File: src/rtl/uart_pkg.sv
// Shared types and constants for the UART transmit/receive blocks.
// The PARITY state is only reachable in builds with UART_TX_PARITY_EN.
package uart_pkg;

    typedef enum logic [2:0] {
        IDLE,
        FETCH,
        START,
        DATA,
        STOP,
        PARITY
    } tx_state_t;

    localparam logic IDLE_LEVEL  = 1'b1;
    localparam logic START_LEVEL = 1'b0;
    localparam logic STOP_LEVEL  = 1'b1;

    localparam int DEFAULT_BAUD_DIV = 1252;

    // A counter must always have at least one bit, even for n=1 or n=2.
    function automatic int cnt_width(input int n);
        return (n <= 2) ? 1 : $clog2(n);
    endfunction

endpackage

File: src/rtl/baud_tick_gen.sv
// Free-running bit-period counter with synchronous clear.
// o_tick pulses for one cycle when the count reaches BAUD_DIV-1.
module baud_tick_gen
    import uart_pkg::*;
#(
    parameter int BAUD_DIV = DEFAULT_BAUD_DIV
) (
    input  logic i_clock,
    input  logic i_reset,
    input  logic i_clr,
    output logic o_tick
);

    localparam int CW = cnt_width(BAUD_DIV);
    localparam logic [CW-1:0] LAST = CW'(BAUD_DIV - 1);

    logic [CW-1:0] r_cnt;

    assign o_tick = (r_cnt == LAST) && !i_clr;

    always_ff @(posedge i_clock or posedge i_reset) begin
        if (i_reset) begin
            r_cnt <= '0;
        end else if (i_clr || o_tick) begin
            r_cnt <= '0;
        end else begin
            r_cnt <= r_cnt + 1'b1;
        end
    end

endmodule

File: src/rtl/uart_fifo_tx.sv
// FIFO-draining UART transmitter, 8N1 LSB first with registered tx.
// Define UART_TX_PARITY_EN to insert an even-parity bit before STOP.
module uart_fifo_tx
    import uart_pkg::*;
#(
    parameter int BAUD_DIV = DEFAULT_BAUD_DIV,
    parameter int DATA_W   = 8
) (
    input  logic              clock,
    input  logic              reset,
    input  logic              en,
    input  logic              fifo_empty,
    output logic              fifo_rd,
    input  logic [DATA_W-1:0] fifo_data,
    output logic              tx,
    output logic              busy,
    output logic              tx_done
);

    localparam int IW = cnt_width(DATA_W);
    localparam logic [IW-1:0] LAST_BIT = IW'(DATA_W - 1);

    tx_state_t         r_state;
    tx_state_t         w_next;
    logic [DATA_W-1:0] r_shift;
    logic [DATA_W-1:0] w_shift_next;
    logic [IW-1:0]     r_idx;
    logic              r_tx;
    logic              w_tx_next;
    logic              w_tick;
    logic              w_clr;
    logic              w_start;
    logic              w_last_bit;

`ifdef UART_TX_PARITY_EN
    logic              r_parity;
`endif

    assign w_start    = en && !fifo_empty && !reset;
    assign w_last_bit = (r_idx == LAST_BIT);
    assign w_clr      = (r_state == IDLE) || (r_state == FETCH);
    assign tx         = r_tx;
    assign busy       = (r_state != IDLE) || fifo_rd;

    baud_tick_gen #(
        .BAUD_DIV(BAUD_DIV)
    ) u_baud (
        .i_clock(clock),
        .i_reset(reset),
        .i_clr  (w_clr),
        .o_tick (w_tick)
    );

    always_ff @(posedge clock or posedge reset) begin
        if (reset) begin
            r_state <= IDLE;
        end else begin
            r_state <= w_next;
        end
    end

    always_comb begin
        w_next = r_state;
        unique case (r_state)
            IDLE:  if (w_start) w_next = FETCH;
            FETCH: w_next = START;
            START: if (w_tick) w_next = DATA;
`ifdef UART_TX_PARITY_EN
            DATA:   if (w_tick && w_last_bit) w_next = PARITY;
            PARITY: if (w_tick) w_next = STOP;
`else
            DATA:   if (w_tick && w_last_bit) w_next = STOP;
            PARITY: w_next = IDLE;
`endif
            STOP:  if (w_tick) w_next = IDLE;
            default: w_next = IDLE;
        endcase
    end

    always_comb begin
        fifo_rd      = 1'b0;
        tx_done      = 1'b0;
        w_shift_next = r_shift;
        unique case (r_state)
            IDLE:  fifo_rd = w_start;
            FETCH: w_shift_next = fifo_data;
            DATA:  if (w_tick) w_shift_next = r_shift >> 1;
            STOP:  tx_done = w_tick;
            default: ;
        endcase

        // tx is registered, so its next level follows the next state.
        case (w_next)
            START:   w_tx_next = START_LEVEL;
            DATA:    w_tx_next = w_shift_next[0];
`ifdef UART_TX_PARITY_EN
            PARITY:  w_tx_next = r_parity;
`endif
            STOP:    w_tx_next = STOP_LEVEL;
            default: w_tx_next = IDLE_LEVEL;
        endcase
    end

    always_ff @(posedge clock or posedge reset) begin
        if (reset) begin
            r_tx    <= IDLE_LEVEL;
            r_shift <= '0;
            r_idx   <= '0;
        end else begin
            r_tx    <= w_tx_next;
            r_shift <= w_shift_next;
            if (r_state == DATA && w_tick) begin
                r_idx <= w_last_bit ? '0 : r_idx + 1'b1;
            end
        end
    end

`ifdef UART_TX_PARITY_EN
    always_ff @(posedge clock or posedge reset) begin
        if (reset) begin
            r_parity <= 1'b0;
        end else if (r_state == FETCH) begin
            r_parity <= ^fifo_data;
        end
    end
`endif

endmodule

File: config.mk
export PLATFORM = sky130hd
export DESIGN_NAME = uart_fifo_tx
export DESIGN_NICKNAME = d
export VERILOG_FILES = /design/src/rtl/uart_pkg.sv /design/src/rtl/baud_tick_gen.sv /design/src/rtl/uart_fifo_tx.sv
export SDC_FILE = /design/constraint.sdc
export NUM_CORES = 1
export LEC_CHECK = 0
export CORE_UTILIZATION = 39
export CTS_CLUSTER_SIZE = 14
export DETAILED_ROUTE_END_ITERATION = 16
export PLACE_DENSITY = 0.55
export SLEW_MARGIN = 25
export SYNTH_ARGS = -nofsm -noshare
export SYNTH_HDL_FRONTEND = slang
export SYNTH_SLANG_ARGS = --single-unit
File: constraint.sdc
create_clock -name clock -period 2.8 [get_ports clock]
set_input_delay 0.42 -clock clock [delete_from_list [all_inputs] [get_ports clock]]
set_output_delay 0.42 -clock clock [all_outputs]
set_load 0.05 [all_outputs]
# After elaboration in Yosys (flattened, before gate mapping)
# Cells that the tools add are included.
[word_totals] regBits=26 latchBits=0 ramBits=0 romBits=0 in_bits=12 output_inout_bits=4 wordCells=44 mem_count=0
[classes] add_sub_neg=2 mul=0 n_div=0 n_lt_le_gt_ge=0 n_eq_ne=9 shifts=0 mux=12 n_bitwise=0 n_reduce_logical=15
[op_table] op="8-bit case mux with 2 select lines" count=1
[op_table] op="3-bit 2-to-1 mux" count=5
[op_table] op="3-bit case mux with 5 select lines" count=1
[op_table] op="3-bit by 2-bit == test with 1-bit output, second input constant" count=4
[op_table] op="11-bit by 1-bit adder with 11-bit output, second input constant" count=1
[op_table] op="11-bit == test, second input constant" count=1
[op_table] op="11-bit 2-to-1 mux" count=1
[op_table] op="8-bit 2-to-1 mux" count=1
[op_table] op="3-bit == test, second input constant" count=2
[op_table] op="1-bit logical AND" count=5
[op_table] op="3-bit by 1-bit adder with 3-bit output, second input constant" count=1
[op_table] op="3-bit by 1-bit == test with 1-bit output, second input constant" count=1
[op_table] op="1-bit logical NOT" count=3
[op_table] op="3-bit logical NOT" count=1
[op_table] op="1-bit logical OR" count=3
[op_table] op="3-bit nonzero test" count=1
[op_table] op="1-bit 2-to-1 mux" count=2
[op_table] op="2-bit by 1-bit inequality test with 1-bit output, second input constant" count=1
[op_table] op="1-bit case mux with 2 select lines" count=1
[op_table] op="2-bit AND reduction" count=1
[op_table] op="2-bit nonzero test" count=1

# Depth between registers and ports, before layout
[depth] ltp_word=9 ltp_mapped=7 mapped_depth_nobuf=5

# Hierarchy
# From an unflattened synthesis, not the netlist that was laid out.
[hier_totals] cells_unflattened=131 area_unflattened_um2=1392.6
[modules_own_cells] mod="uart_fifo_tx" n_inst=1 cells_per_inst=73 area_per_inst_um2=802.0 seq_area_each_um2=376.6
[modules_own_cells] mod="baud_tick_gen" n_inst=1 cells_per_inst=58 area_per_inst_um2=590.6 seq_area_each_um2=275.3

# Least setup slack after synthesis
# OpenSTA, ideal clock, no wires.
[synth_path] kind="input to register" from="input port fifo_empty" to="register r_tx (netlist: tx)" setup_time_ns=0.059 t_arrival_ns=2.796 required_ns=2.741 path_slack_ns=-0.055 cell_stages=4 path_buffers=0 path_cell_list="or3b_2 -> nor4_1 -> a221o_1 -> a21bo_1"
[synth_between] elab_chain_len=7 elab_cells_between_ends=8 classes_between="eq/ne: 2; mux: 3; reduce/logical: 3"
[synth_rtl] item="from (decl)" line_no="uart_fifo_tx.sv:12" source="input logic fifo_empty,"
[synth_rtl] item="1-bit logical NOT (*)" line_no="uart_fifo_tx.sv:39" source="assign w_start = en && !fifo_empty && !reset;"
[synth_rtl] item="1-bit logical AND (*) (2 in series)" line_no="uart_fifo_tx.sv:39"
[synth_rtl] item="3-bit 2-to-1 mux (*)" line_no="uart_fifo_tx.sv:65" source="IDLE: if (w_start) w_next = FETCH;"
[synth_rtl] item="3-bit case mux with 5 select lines (*)" line_no="uart_fifo_tx.sv:64" source="unique case (r_state)"
[synth_rtl] item="net w_next[0]" line_no="uart_fifo_tx.sv:24" source="tx_state_t w_next;"
[synth_rtl] item="3-bit by 2-bit == test with 1-bit output" line_no="uart_fifo_tx.sv:93" source="case (w_next)"
[synth_rtl] item="1-bit case mux with 2 select lines (*)" line_no="uart_fifo_tx.sv:93"
[synth_rtl] item="net w_tx_next" line_no="uart_fifo_tx.sv:29" source="logic w_tx_next;"
[synth_rtl] item="to (signal assigned)" line_no="uart_fifo_tx.sv:110" source="r_tx <= w_tx_next;"
[synth_rtl] item="to (decl)" line_no="uart_fifo_tx.sv:28" source="logic r_tx;"
# Mark *: on every way through the listed nets, which the timed path passes. The rest lies on a longest branch.
# A chain may end at the register's enable or synchronous reset.

# Final worst setup path
[layout_path] from="register u_baud.r_cnt[0]" to="output port tx_done"
[layout_between] elab_chain_len=3
[layout_rtl] item="from (decl)" line_no="baud_tick_gen.sv:17" source="logic [CW-1:0] r_cnt;"
[layout_rtl] item="from (signal assigned)" line_no="baud_tick_gen.sv:27" source="r_cnt <= r_cnt + 1'b1;"
[layout_rtl] item="11-bit == test" line_no="baud_tick_gen.sv:19" source="assign o_tick = (r_cnt == LAST) && !i_clr;"
[layout_rtl] item="1-bit logical AND" line_no="baud_tick_gen.sv:19"
[layout_rtl] item="1-bit 2-to-1 mux" line_no="uart_fifo_tx.sv:84" source="unique case (r_state)"
[layout_rtl] item="to (decl)" line_no="uart_fifo_tx.sv:17" source="output logic tx_done"
# No other way between the ends.

==> metrics.cfg <==
[critical_path]
cp_num_buf_inv = 1
path_class = flip-flop to output port
crit_top_cell = and3_1
arrival_ns = 2.04
r2r_end = r_shift[3]
cp-startpoint = u_baud.r_cnt[0]
cp.required_ns = 2.38
rr_startpoint = u_baud.r_cnt[0]
crit_family = simple AND/OR/NAND/NOR gates
end_kind = output port
critPathLaunchType = flip-flop
crit_path_top_delay_cell = dfrtp_1
cpPeakStageDelay_ns = 0.41
rrSetupSlack_ns = 0.72
cp_max_fo = 7
ff2ff_path_depth = 5
critical_path.cell_chain = ha_1, nor4b_2, and3_1, and3_1, buf_4

[timing]
slew_headroom_pct = 44.4
fin_crit_sh_pct = 87.8
rsz0062_at_grt = false
hold_viol_final = 0
fin_worst_skew_ns = 0.00206
fmax_mhz = 407
layout_min_cycle_time_ns = 2.46
drv_slew = 0
worst_pin_slew_ns = 0.832
tns_ns = 0
setup_violations = 0

[route]
drt_drc_violations_left = 0
met1Wirelength_um = 1240
antenna_left = 0
vias = 945
route.met2.wl_um = 1030
wl_met3_um = 76
route.top_layer_used = met4
via_per_inst = 5.28
drt_iter0_markers = 28
wl_per_cell_um = 13.3
wl_um = 2380
dr.pass1.iters = 4

[logic_synthesis]
ys.warnings.count = 0
synth_cells = 121
ys_ff_latch = 26
yosys-top-cells-count = dfrtp_1, nor2_1, a22o_1, nand2_1
synthDistinctLibCells = 37
yosysSeqAreaShare_pct = 50.1
ys_top_cells_by_area = dfrtp_1, a22o_1, nor2_1
synth_area_per_cell_um2 = 10.7
synth_nets = 136
synth_ff_type = dfrtp_1
synth_area_mm2 = 0.00130
synth-edff-count = 0
synthMostInstantiatedCell = dfrtp_1
synth_top_area_share_pct = 48.1
yosysTopAreaCell = dfrtp_1
synth-async-reset-ratio_pct = 100

[clock_network]
cts_buffers = 3
path_clk_slew_ns = 0.15
cts_hold_buf = 0
h-tree-depth = 1
clk_latency_ns = 0.32
cts-root-buf = clkbuf_4
post_cts_buffers = 0
clock_path_buffers = 2
clkSinkCount = 26
cts_tree = built
cts_resized = 0

[run_status]
status = finished, final reports clean

[grt]
grt_usage_pct = 16.0
antenna_found_initial = 0
grt_pass1_wl_um = 4270
grt_max_degree = 27
overflow = 0
grt_pass1_vias = 913

[power_and_ir_drop]
power_frac_comb_pct = 24.7
ir_drop_v = 0.000374
switching_share_pct = 31.3
p_leak_nw = 0.728
p_sw_w = 0.000352
p_int_w = 0.000775
clkPwrFrac_pct = 23.1
seq_power_share_pct = 52.1
p_total_w = 0.00113
cellPowerDensity_mw_per_mm2 = 734

[die]
dieHeight_um = 59.7
die_w_um = 59.7
initial_utilization_pct = 41.9
rows = 20
die_area_mm2 = 0.00357
core_area_mm2 = 0.00310
num_io_pins = 16

[layout]
area_growth_pct = 18.2
fill_cells = 301
drive_above_1_share_pct = 11.9
layout.nets = 151
stdcell_area_mm2 = 0.00154
antennaDiodeCount = 0

[place]
dp_hpwl_um = 1690
place_area_mm2 = 0.00148
port_buffers = 15
globalplace.congestion = 0.777

[flow_run]
maxCapViolations = 0

[min_path]
hold_path_class = primary input to asynchronous set/reset pin

==> per-layer routing <==
| layer | up-vias | GRT usage [%] |
|---|---|---|
| met3 | 4 | 1.95 |
| met1 | 467 | 24.7 |
| met4 | 0 | 6.98 |
| met2 | 15 | 22.4 |
| met5 | - | 0 |
| li1 | 459 | - |
==> tightest hold or removal path, cell delays in order <==
cell	delay (ns)
clkdlybuf4s50_1	0.42
inv_1	0.06
buf_4	0.31
==> stage by stage <==
| step | utilization [%] | cells | hold WS (ns) | worst slack (ns) |
|---|---|---|---|---|
| floorplan | - | 121 | 0.445 | 0.580 |
| global placement | 47.8 | 175 | 0.463 | 0.553 |
| detailed placement | 47.8 | 175 | 0.467 | 0.531 |
| CTS | 49.5 | 179 | 0.483 | 0.335 |
| global route | 49.5 | 179 | 0.499 | 0.141 |
| finish | 49.5 | 179 | 0.469 | 0.343 |
==> cell usage in the layout (no fill, tap or decap), drive strengths merged, types with 5 or more instances in the layout <==
master          n
dfrtp          25
a21o            5
nand4           5
nor2           15
a22o            7
xor2            5
nand2           7
clkdlybuf4s50  12
==> sequential cells by signal (all words and copies together), names as in the netlist <==
| name | count |
|---|---|
| r_idx | 3 |
| tx | 1 |
| u_baud.r_cnt | 11 |
| r_state | 3 |
| r_shift | 8 |
==> power groups by stage <==
stage	Sequential (W)	Clock (W)	Combinational (W)
6_report	0.000588	0.000261	0.000279
5_1_grt	0.000609	0.000282	0.000320
4_1_cts	0.000586	0.000267	0.000284
3_5_place_dp	0.000594	0	0.000279
3_3_place_gp	0.000594	0	0.000274
2_1_floorplan	0.000596	0	0.000194
==> kinds of logic (layout without fill, tap and decap cells) <==
group	Yosys count	in the layout	share of synthesized area [%]
simple gates	50	50	21.2
compound gates	20	20	12.3
buf+inv	9	23	3.95
fa+ha+maj	3	3	2.89
mux	4	4	3.46
xor+xnor	9	9	6.06
flops	26	26	50.1
==> worst max-delay path by stage <==
stage | slack [ns] | to | cells past startpoint
3_5_place_dp | 0.53 | fifo_rd | 4
4_1_cts | 0.34 | tx_done | 5
5_1_grt | 0.14 | tx_done | 5
6_report | 0.34 | tx_done | 5
2_1_floorplan | 0.58 | fifo_rd | 2
3_3_place_gp | 0.55 | fifo_rd | 4
==> area by class of cell <==
type	instances	area [µm²]	area share [%]
clock buffer	3	22.5	1.47
sequential	26	652	42.4
inverter	3	11.3	0.733
clock inverter	1	30.0	1.95
timing repair buffer	16	163	10.6
tap	44	55.1	3.58
multi-input combinational	86	603	39.3
(Power assumes the default switching activity.)
